--- src/rtl/uart_pkg.sv ---
// Shared types and constants for the UART receive path.
package uart_pkg;

    typedef enum logic [2:0] {
        ST_IDLE,
        ST_START,
        ST_DATA,
        ST_PARITY,
        ST_STOP1,
        ST_STOP2,
        ST_PUSH
    } rx_state_t;

    typedef enum logic [1:0] {
        PAR_NONE = 2'b00,
        PAR_ODD  = 2'b01,
        PAR_EVEN = 2'b10,
        PAR_RSVD = 2'b11
    } par_t;

    localparam int DLEN_BASE = 5;
    localparam int DATA_W    = 8;
    localparam int ENTRY_W   = 10;

    function automatic logic maj3(input logic a, input logic b, input logic c);
        return (a & b) | (a & c) | (b & c);
    endfunction

endpackage

--- src/rtl/uart_rx_fifo.sv ---
// Show-ahead receive FIFO with level output; a pop frees room for a push in the same cycle.
module uart_rx_fifo #(
    parameter int DEPTH = 16,
    parameter int WIDTH = 10,
    localparam int PTR_W = $clog2(DEPTH),
    localparam int LVL_W = $clog2(DEPTH) + 1
) (
    input  logic             clk,
    input  logic             n_rst,
    input  logic             push,
    input  logic             pop,
    input  logic [WIDTH-1:0] wdata,
    output logic [WIDTH-1:0] rdata,
    output logic [LVL_W-1:0] level,
    output logic             empty,
    output logic             full
);

    localparam logic [LVL_W-1:0] FULL_LVL = LVL_W'(DEPTH);

    logic [WIDTH-1:0] mem_q [DEPTH];
    logic [PTR_W-1:0] rd_ptr_q, rd_ptr_d;
    logic [PTR_W-1:0] wr_ptr_q, wr_ptr_d;
    logic [LVL_W-1:0] level_q, level_d;
    logic             do_push, do_pop;

    always_comb begin
        do_pop   = pop && (level_q != '0);
        do_push  = push && ((level_q != FULL_LVL) || do_pop);
        rd_ptr_d = rd_ptr_q;
        wr_ptr_d = wr_ptr_q;
        level_d  = level_q;
        if (do_push) wr_ptr_d = wr_ptr_q + 1'b1;
        if (do_pop)  rd_ptr_d = rd_ptr_q + 1'b1;
        if (do_push && !do_pop)      level_d = level_q + 1'b1;
        else if (do_pop && !do_push) level_d = level_q - 1'b1;
    end

    always_ff @(posedge clk) begin
        if (!n_rst) begin
            rd_ptr_q <= '0;
            wr_ptr_q <= '0;
            level_q  <= '0;
        end else begin
            rd_ptr_q <= rd_ptr_d;
            wr_ptr_q <= wr_ptr_d;
            level_q  <= level_d;
        end
    end

    // Storage needs no reset: the head is masked to zero whenever the FIFO is empty.
    always_ff @(posedge clk) begin
        if (do_push) mem_q[wr_ptr_q] <= wdata;
    end

    assign empty = (level_q == '0);
    assign full  = (level_q == FULL_LVL);
    assign level = level_q;
    assign rdata = empty ? '0 : mem_q[rd_ptr_q];

endmodule

--- src/rtl/uart_rx_ctrl.sv ---
// Oversampling UART receiver: majority-voted bit FSM, error/break flags, FIFO and level interrupt.
module uart_rx_ctrl
    import uart_pkg::*;
#(
    parameter int FIFO_DEPTH = 16,
    parameter int OVERSAMPLE = 16,
    parameter int CNT_W      = $clog2(FIFO_DEPTH) + 1
) (
    input  logic              CLK50MHZ,
    input  logic              n_rst,
    input  logic              Baud_tick,
    input  logic [1:0]        D_len,
    input  logic              S_num,
    input  logic [1:0]        Par,
    input  logic              RxD,
    input  logic              rx_enable,
    input  logic              n_RD,
    input  logic              C_nD,
    input  logic              Clr_EF,
    input  logic [CNT_W-1:0]  Rx_thresh,
    output logic              Rx_RDY,
    output logic [DATA_W-1:0] out_data,
    output logic              head_PE,
    output logic              head_FE,
    output logic [CNT_W-1:0]  rx_level,
    output logic              PE_Fg,
    output logic              FE_Fg,
    output logic              OE_Fg,
    output logic              BRK_Fg,
    output logic              n_INT
);

    localparam int TICK_W = $clog2(OVERSAMPLE);
    localparam logic [TICK_W-1:0] TICK_S0   = TICK_W'(OVERSAMPLE / 2 - 2);
    localparam logic [TICK_W-1:0] TICK_S1   = TICK_W'(OVERSAMPLE / 2 - 1);
    localparam logic [TICK_W-1:0] TICK_VOTE = TICK_W'(OVERSAMPLE / 2);
    localparam logic [TICK_W-1:0] TICK_LAST = TICK_W'(OVERSAMPLE - 1);

    rx_state_t           state_q, state_d;
    logic                sync1_q, sync2_q, prev_q;
    logic [TICK_W-1:0]   tick_q, tick_d;
    logic [2:0]          bit_cnt_q, bit_cnt_d;
    logic [DATA_W-1:0]   data_q, data_d;
    logic                s0_q, s0_d, s1_q, s1_d;
    logic                pe_q, pe_d, fe_q, fe_d;
    logic                par_bit_q, par_bit_d;
    logic [1:0]          dlen_q, dlen_d;
    logic                snum_q, snum_d;
    par_t                par_q, par_d;
    logic                pe_fg_q, pe_fg_d, fe_fg_q, fe_fg_d;
    logic                oe_fg_q, oe_fg_d, brk_fg_q, brk_fg_d;
    logic                n_int_q, n_int_d;

    logic                fall_edge, at_s0, at_s1, at_vote, at_end, vote;
    logic                last_bit, par_en, push, pop_req, brk_evt, oe_evt;
    logic                fifo_empty, fifo_full;
    logic [ENTRY_W-1:0]  head;

    assign fall_edge = prev_q & ~sync2_q;
    assign at_s0     = Baud_tick && (tick_q == TICK_S0);
    assign at_s1     = Baud_tick && (tick_q == TICK_S1);
    assign at_vote   = Baud_tick && (tick_q == TICK_VOTE);
    assign at_end    = Baud_tick && (tick_q == TICK_LAST);
    assign vote      = maj3(s0_q, s1_q, sync2_q);
    assign last_bit  = (bit_cnt_q == ({1'b0, dlen_q} + 3'(DLEN_BASE - 1)));
    assign par_en    = (par_q == PAR_ODD) || (par_q == PAR_EVEN);

    always_comb begin
        state_d   = state_q;
        tick_d    = tick_q;
        bit_cnt_d = bit_cnt_q;
        data_d    = data_q;
        s0_d      = at_s0 ? sync2_q : s0_q;
        s1_d      = at_s1 ? sync2_q : s1_q;
        pe_d      = pe_q;
        fe_d      = fe_q;
        par_bit_d = par_bit_q;
        dlen_d    = dlen_q;
        snum_d    = snum_q;
        par_d     = par_q;

        if (Baud_tick) tick_d = (tick_q == TICK_LAST) ? '0 : tick_q + 1'b1;

        case (state_q)
            ST_IDLE: begin
                if (rx_enable && fall_edge) begin
                    state_d   = ST_START;
                    tick_d    = '0;
                    bit_cnt_d = '0;
                    data_d    = '0;
                    pe_d      = 1'b0;
                    fe_d      = 1'b0;
                    par_bit_d = 1'b0;
                    dlen_d    = D_len;
                    snum_d    = S_num;
                    par_d     = par_t'(Par);
                end
            end
            ST_START: begin
                if (at_vote && vote) state_d = ST_IDLE;
                else if (at_end)     state_d = ST_DATA;
            end
            ST_DATA: begin
                if (at_vote) data_d[bit_cnt_q] = vote;
                if (at_end) begin
                    if (last_bit) state_d = par_en ? ST_PARITY : ST_STOP1;
                    else          bit_cnt_d = bit_cnt_q + 1'b1;
                end
            end
            ST_PARITY: begin
                if (at_vote) begin
                    par_bit_d = vote;
                    pe_d      = (par_q == PAR_ODD) ? ~(^data_q ^ vote) : (^data_q ^ vote);
                end
                if (at_end) state_d = ST_STOP1;
            end
            // Stop bits finish at the vote tick so the next start edge is never missed.
            ST_STOP1: begin
                if (at_vote) begin
                    if (!vote) fe_d = 1'b1;
                    state_d = snum_q ? ST_STOP2 : ST_PUSH;
                end
            end
            ST_STOP2: begin
                if (at_vote) begin
                    if (!vote) fe_d = 1'b1;
                    state_d = ST_PUSH;
                end
            end
            ST_PUSH: state_d = ST_IDLE;
            default: state_d = ST_IDLE;
        endcase

        if (!rx_enable && (state_q != ST_PUSH)) state_d = ST_IDLE;
    end

    assign push    = (state_q == ST_PUSH);
    assign pop_req = ~n_RD & ~C_nD;
    assign brk_evt = push && (data_q == '0) && fe_q && (!par_en || !par_bit_q);
    assign oe_evt  = push && fifo_full && !pop_req;

    always_comb begin
        pe_fg_d  = Clr_EF ? 1'b0 : pe_fg_q;
        fe_fg_d  = Clr_EF ? 1'b0 : fe_fg_q;
        oe_fg_d  = Clr_EF ? 1'b0 : oe_fg_q;
        brk_fg_d = Clr_EF ? 1'b0 : brk_fg_q;
        if (push && pe_q) pe_fg_d  = 1'b1;
        if (push && fe_q) fe_fg_d  = 1'b1;
        if (oe_evt)       oe_fg_d  = 1'b1;
        if (brk_evt)      brk_fg_d = 1'b1;
        n_int_d = ~(pe_fg_q | fe_fg_q | oe_fg_q | brk_fg_q |
                    ((Rx_thresh != '0) && (rx_level >= Rx_thresh)));
    end

    always_ff @(posedge CLK50MHZ) begin
        if (!n_rst) begin
            state_q   <= ST_IDLE;
            sync1_q   <= 1'b1;
            sync2_q   <= 1'b1;
            prev_q    <= 1'b1;
            tick_q    <= '0;
            bit_cnt_q <= '0;
            data_q    <= '0;
            s0_q      <= 1'b1;
            s1_q      <= 1'b1;
            pe_q      <= 1'b0;
            fe_q      <= 1'b0;
            par_bit_q <= 1'b0;
            dlen_q    <= 2'b11;
            snum_q    <= 1'b0;
            par_q     <= PAR_NONE;
            pe_fg_q   <= 1'b0;
            fe_fg_q   <= 1'b0;
            oe_fg_q   <= 1'b0;
            brk_fg_q  <= 1'b0;
            n_int_q   <= 1'b1;
        end else begin
            state_q   <= state_d;
            sync1_q   <= RxD;
            sync2_q   <= sync1_q;
            prev_q    <= sync2_q;
            tick_q    <= tick_d;
            bit_cnt_q <= bit_cnt_d;
            data_q    <= data_d;
            s0_q      <= s0_d;
            s1_q      <= s1_d;
            pe_q      <= pe_d;
            fe_q      <= fe_d;
            par_bit_q <= par_bit_d;
            dlen_q    <= dlen_d;
            snum_q    <= snum_d;
            par_q     <= par_d;
            pe_fg_q   <= pe_fg_d;
            fe_fg_q   <= fe_fg_d;
            oe_fg_q   <= oe_fg_d;
            brk_fg_q  <= brk_fg_d;
            n_int_q   <= n_int_d;
        end
    end

    uart_rx_fifo #(
        .DEPTH (FIFO_DEPTH),
        .WIDTH (ENTRY_W)
    ) u_fifo (
        .clk   (CLK50MHZ),
        .n_rst (n_rst),
        .push  (push),
        .pop   (pop_req),
        .wdata ({fe_q, pe_q, data_q}),
        .rdata (head),
        .level (rx_level),
        .empty (fifo_empty),
        .full  (fifo_full)
    );

    assign Rx_RDY   = ~fifo_empty;
    assign out_data = head[DATA_W-1:0];
    assign head_PE  = head[DATA_W];
    assign head_FE  = head[DATA_W+1];
    assign PE_Fg    = pe_fg_q;
    assign FE_Fg    = fe_fg_q;
    assign OE_Fg    = oe_fg_q;
    assign BRK_Fg   = brk_fg_q;
    assign n_INT    = n_int_q;

endmodule

--- config.mk ---
export PLATFORM = sky130hd
export DESIGN_NAME = uart_rx_ctrl
export DESIGN_NICKNAME = d
export VERILOG_FILES = /design/src/rtl/uart_pkg.sv /design/src/rtl/uart_rx_fifo.sv /design/src/rtl/uart_rx_ctrl.sv
export SDC_FILE = /design/constraint.sdc
export NUM_CORES = 1
export LEC_CHECK = 0
export BUFFER_PORTS_ARGS = -buffer_cell sky130_fd_sc_hd__buf_2
export CORE_MARGIN = 2
export CORE_UTILIZATION = 25
export DETAILED_ROUTE_END_ITERATION = 10
export PLACE_DENSITY_LB_ADDON = 0.2
export SLEW_MARGIN = 10
export SYNTH_ARGS = -nofsm -noshare
export SYNTH_HDL_FRONTEND = slang
export SYNTH_HIERARCHICAL = 1
export SYNTH_SLANG_ARGS = --single-unit
--- constraint.sdc ---
create_clock -name CLK50MHZ -period 6.3 [get_ports CLK50MHZ]
set_input_delay 1.26 -clock CLK50MHZ [delete_from_list [all_inputs] [get_ports CLK50MHZ]]
set_output_delay 1.26 -clock CLK50MHZ [all_outputs]
set_load 0.05 [all_outputs]
==> impl_metrics.ini, run 1 <==
[outcome]
outcome = complete, no violations

[floorplan]
dieHeight_um = 195
dieArea_um2 = 38200
initial_core_util_pct = 25.2
core_um2 = 36300
rows = 70
die_width_um = 195
ios = 39

[yosys]
synth_cell_types = 58
synthXorXnorAreaFrac_pct = 1.54
syn_area_um2 = 9170
synth-compound-area-share_pct = 5.62
synth.area.mux_share_pct = 13.3
yosys_warnings = 6
synth_ff_type = edfxtp_1
async_flop_share_pct = 0
syn_inst = 606
synth-edff-count = 160
yosysSeqAreaShare_pct = 64.0
synth_fa_ha_area_share_pct = 3.48
synth_top_family_by_area = multiplexers
synthSimpleGateAreaFrac_pct = 8.80
synth-seq-cells = 213
postSynthAreaPerCell_um2 = 15.1
synth_fp_nets = 648

[clock_network]
clock-root-buffer = clkbuf_16
clock_sinks = 213
cts_buffer_depth = 3
path_clk_slew_ns = 0.06
cts_tree = done
clk_latency_ns = 0.52
cts_made_buffers = 24
h-tree-depth = 1
post-cts-setup-buffer-count = 0
hold_buffers = 0
cts.repair.resized = 0

[worst_setup_path]
cp_slowest_cell = dfxtp_2
cpPeakStageDelay_ns = 0.81
cp-end-kind = output port
worstPathRequired_ns = 5.04
cp_num_buf_inv = 2
path_max_fanout = 22
crit_type = flip-flop to output port
critical_path.startpoint_type = flip-flop
cp.arrival_ns = 3.09
cp_common_cell = a211oi_1
cp_top_family = flip-flops
crit_chain = buf_4 -> mux4_2 -> nor2b_1 -> a211oi_1 -> a211oi_1 -> buf_2

[power]
p_total_uw = 2870
power_density_nw_per_um2 = 272
vdd_drop_max_uv = 160
p_leak_uw = 0.00343

[global_routing]
grt_antenna_before_repair = 0
grt_pass1_wl_mm = 32.3
grt_max_degree = 41
grt_pass1_vias = 5320
grt-ovfl-total = 0
grtUsageTotal_pct = 11.0

[sta]
worstMarginPinSlew_ns = 1.18
fin_skew_ns = 0.0135
min_period_over_period_pct = 69.0
fin_setup_tns_ns = 0
rsz0062_at_grt = false
fmax_ghz = 0.230
maxSlewHeadroom_pct = 21.2
maxSlewViolCount = 0
setup_viol = 0
hold_viol = 0
period_needed_ns = 4.35

[placement]
dp_hpwl_mm = 13.4
place_inst = 1083
port_buffers = 38
gp_congestion = 0.740

[cells_and_area]
n_fill_cell = 3606
final_cells = 1128
nets = 683
drive_gt1_share_pct = 19.4
syn_to_final_growth_pct = 15.3
register_area_um2 = 5870
multi_input_area_um2 = 3040

[min_path]
min_path_type = flip-flop to flip-flop

[flow_run]
drv_cap = 0

[drt]
drtPass1Iterations = 5
vias = 5125
wl_per_cell_um = 18.4
drtIter0Drc = 316
routed_via_density = 4.54
antenna_left = 0
drc = 0
wirelength_mm = 20.8
[worst paths after layout]
path | startpoint | end | slack, ns | cells after the start
max | flip-flop | out_data[3] | 1.95 | 6
min | sync1_q$_SDFF_PN1_ | sync2_q$_SDFF_PN1_ | 0.41 | 1
max reg2reg | u_fifo/level[0]$_SDFFE_PN0P_ | u_fifo/level[3]$_SDFFE_PN0P_ | 3.09 | 10
min reg2reg | sync1_q$_SDFF_PN1_ | sync2_q$_SDFF_PN1_ | 0.41 | 1
[logic make-up after synthesis]
family	Yosys count
muxes	72
and+or+nand+nor	151
xor gates and xnor gates	13
AOI/OAI and AO/OA	71
buffers and inverters	61
adders and majority gates	25
DFF	213
[layout make-up]
class,instances,share of cell area (%)
sequential,213,55.5
multi-input combinational,332,28.8
clock buffer,31,5.93
tap,468,5.54
timing repair buffer,41,2.01
clock inverter,13,1.17
inverter,29,1.03
antenna,1,0.0237
[synthesized netlist by cell type (all sizes together) (2+ instances only)]
cell type	n	area, µm²
a211oi	22	165
a21boi	4	30.0
a21o	2	15.0
a21oi	14	73.8
and2	12	75.1
and3	5	31.3
and3b	2	17.5
and4	3	27.5
buf	22	150
clkbuf	10	38.8
dfxtp	53	1060
edfxtp	160	4800
ha	23	288
inv	29	109
mux2i	32	320
mux4	40	901
nand2	34	130
nand2b	8	50.1
nand3	20	100
nand4	7	43.8
nor2	22	82.6
nor2b	17	106
nor3	9	45.0
nor4	3	18.8
o211ai	6	45.0
o21a	3	30.0
o21ai	10	72.6
o31ai	2	15.0
or4	2	15.0
xnor2	9	78.8
xnor3	2	45.0
xor2	2	17.5
[routing by layer]
| metal | share of wire [%] | up-vias | wire (µm) | GRT usage [%] |
|---|---|---|---|---|
| met3 | 4.7 | 32 | 982 | 1.78 |
| met2 | 45 | 117 | 9350 | 17.6 |
| met5 | 0 | - | 0 | 0 |
| li1 | - | 2393 | - | - |
| met4 | 1.9 | 0 | 405 | 2.46 |
| met1 | 48 | 2583 | 10000 | 15.8 |
[cell usage in the layout, fill, tap and decap left out, types with 23 or more instances in the layout]
| master | instances |
|---|---|
| clkbuf_16 | 24 |
| edfxtp_1 | 160 |
| mux2i_1 | 32 |
| nand2_1 | 33 |
| dfxtp_1 | 51 |
| inv_1 | 29 |
| buf_2 | 38 |
| ha_1 | 23 |
| mux4_2 | 40 |
[metrics by stage]
stage               hold WS, ns  utilization (%)  setup slack, ns  instance area [µm²]
finish                    0.410             29.1             1.95                10600
global route              0.427             29.1             1.65                10600
CTS                       0.417             29.1             1.81                10600
detailed placement        0.402             27.0             2.37                 9810
global placement          0.413             27.0             2.38                 9810
floorplan                 0.386                -             2.53                 9170
[state kept, by name, indices dropped and copies added, names as in the netlist, 2 cells and up, named ones only]
signal           cells
u_fifo/mem_q       160
data_q               8
u_fifo/level         5
tick_q               4
u_fifo/rd_ptr_q      4
u_fifo/wr_ptr_q      4
bit_cnt_q            3
state_q              3
dlen_q               2
par_q                2
[report_power, final]
group / internal [µW] / total (µW) / switching [µW]
Sequential: 1490 / 1500 / 5.58
Clock: 785 / 1330 / 550
Combinational: 15.2 / 36.4 / 21.2
No activity file was read; power rests on OpenSTA's default activity.
==> run 2, diff against run 1 <==
clock period = 3.9 ns   (was 6.3 ns; I/O delays follow)
==> run 2 against run 1 <==
Via count up 2.4%. Register-to-register slack worse by 2.3 ns. Sequential power up 61%. Sequential share of layout area down 0.29 points. Clock power up 58%. Largest cell class unchanged. Largest power group unchanged.
==> impl_metrics.ini, run 2 (synthesized netlist as in run 1, its figures left out) <==
[worst_setup_path]
reg2reg_setup_slack_ns = 0.77
cp.arrival_ns = 2.84
critical_path.startpoint_type = flip-flop
reg2reg_depth = 10
cp-end-kind = output port
r2r_start = u_fifo/level[0]$_SDFFE_PN0P_
path_max_fanout = 13
r2r-end = u_fifo/level[3]$_SDFFE_PN0P_
worstPathRequired_ns = 3.12
crit_type = flip-flop to output port

[cells_and_area]
largest_reg_flops = 160
nets = 698
final_cells = 1140
regMostFlops = u_fifo/mem_q
register_area_um2 = 5870
drive_gt1_share_pct = 21.0
num_antenna_cells = 0
syn_to_final_growth_pct = 15.9
final_common_cell = edfxtp_1
mostFrequentLayoutCells = edfxtp_1, dfxtp_1, mux4_2
n_fill_cell = 3613
multi_input_area_um2 = 3010

[sta]
worst_slack_ns = 0.283
maxSlewHeadroom_pct = 38.2
setup_viol = 0
fin_skew_ns = 0.0184
fmax_ghz = 0.276
period_needed_ns = 3.62
hold_viol = 0
worstMarginPinSlew_ns = 0.926
maxSlewViolCount = 0
fin_setup_tns_ns = 0
min_period_over_period_pct = 92.8
rsz0062_at_grt = false

[placement]
port_buffers = 38
place_inst = 1097
dp_hpwl_mm = 13.4
pre_cts_slack_ns = 0.707
gp_congestion = 0.718

[clock_network]
cts.repair.resized = 0
cts_tree = done
clk_latency_ns = 0.54
clock_sinks = 213
cts_buffer_depth = 3
h-tree-depth = 1
path_clk_slew_ns = 0.06
post-cts-setup-buffer-count = 0
cts_made_buffers = 25
clock-root-buffer = clkbuf_16
hold_buffers = 0

[floorplan]
rows = 70
initial_core_util_pct = 25.2
dieArea_um2 = 38200
core_um2 = 36300
dieHeight_um = 195
ios = 39
die_width_um = 195

[drt]
drc = 0
drtPass1Iterations = 4
vias = 5246
drtIter0Drc = 340
antenna_left = 0
routed_via_density = 4.60
wirelength_mm = 20.4
wl_per_cell_um = 17.9

[global_routing]
grt_pass1_wl_mm = 32.3
grt_max_degree = 29
grt_antenna_before_repair = 0
grtUsageTotal_pct = 10.9
grt_pass1_vias = 5562
grt-ovfl-total = 0

[flow_run]
drv_cap = 0

[min_path]
hold_path.startpoint = sync1_q$_SDFF_PN1_
min_path_type = flip-flop to flip-flop
whs_path_depth = 1
hold_path_end = sync2_q$_SDFF_PN1_

[power]
p_leak_uw = 0.00351
vdd_drop_max_uv = 317
power_density_nw_per_um2 = 431

[outcome]
outcome = complete, no violations
==> run 2: layout make-up <==
cell class | count | share of cell area [%]
clock buffer | 28 | 6.09
tap | 468 | 5.51
multi-input combinational | 332 | 28.3
inverter | 29 | 1.02
clock inverter | 15 | 0.813
sequential | 213 | 55.2
timing repair buffer | 55 | 2.99
==> run 2: power breakdown <==
part | internal [µW] | switching, µW | total, µW
clock | 1190 | 907 | 2100
combinational | 25.3 | 34.5 | 59.9
sequential | 2410 | 8.45 | 2420
total | 3630 | 950 | 4580
==> run 2: worst max-delay path: stages, from the launching register on <==
cell and delay (ns):
dfxtp_2 0.59, buf_4 0.23, mux4_2 0.50, nor2b_1 0.15, a211oi_1 0.36, a211oi_1 0.17
buf_2 0.30
==> run 2: routing by layer <==
metal	track usage, %	up-vias	part of all wire [%]
li1	-	2421	-
met5	0	-	0
met3	1.88	33	4.3
met1	15.3	2693	48
met4	2.91	0	2.3
met2	17.4	99	46
==> run 2: worst max-delay path by stage <==
stage / to / slack [ns]
CTS: out_data[7] / 0.18
detailed placement: u_fifo/level[3]$_SDFFE_PN0P_ / 0.71
finish: out_data[7] / 0.28
floorplan: head_PE / 0.61
global placement: out_data[7] / 0.78
global route: out_data[7] / 0.08
==> run 2: stage by stage <==
step / cell area [µm²] / hold WS, ns / utilization (%) / power (µW)
final: 10600 / 0.420 / 29.2 / 4580
after global routing: 10600 / 0.427 / 29.2 / 4740
after CTS: 10600 / 0.411 / 29.2 / 4650
after detailed placement: 9890 / 0.401 / 27.2 / 2530
after global placement: 9890 / 0.414 / 27.2 / 2530
after floorplan: 9170 / 0.386 / - / 2510
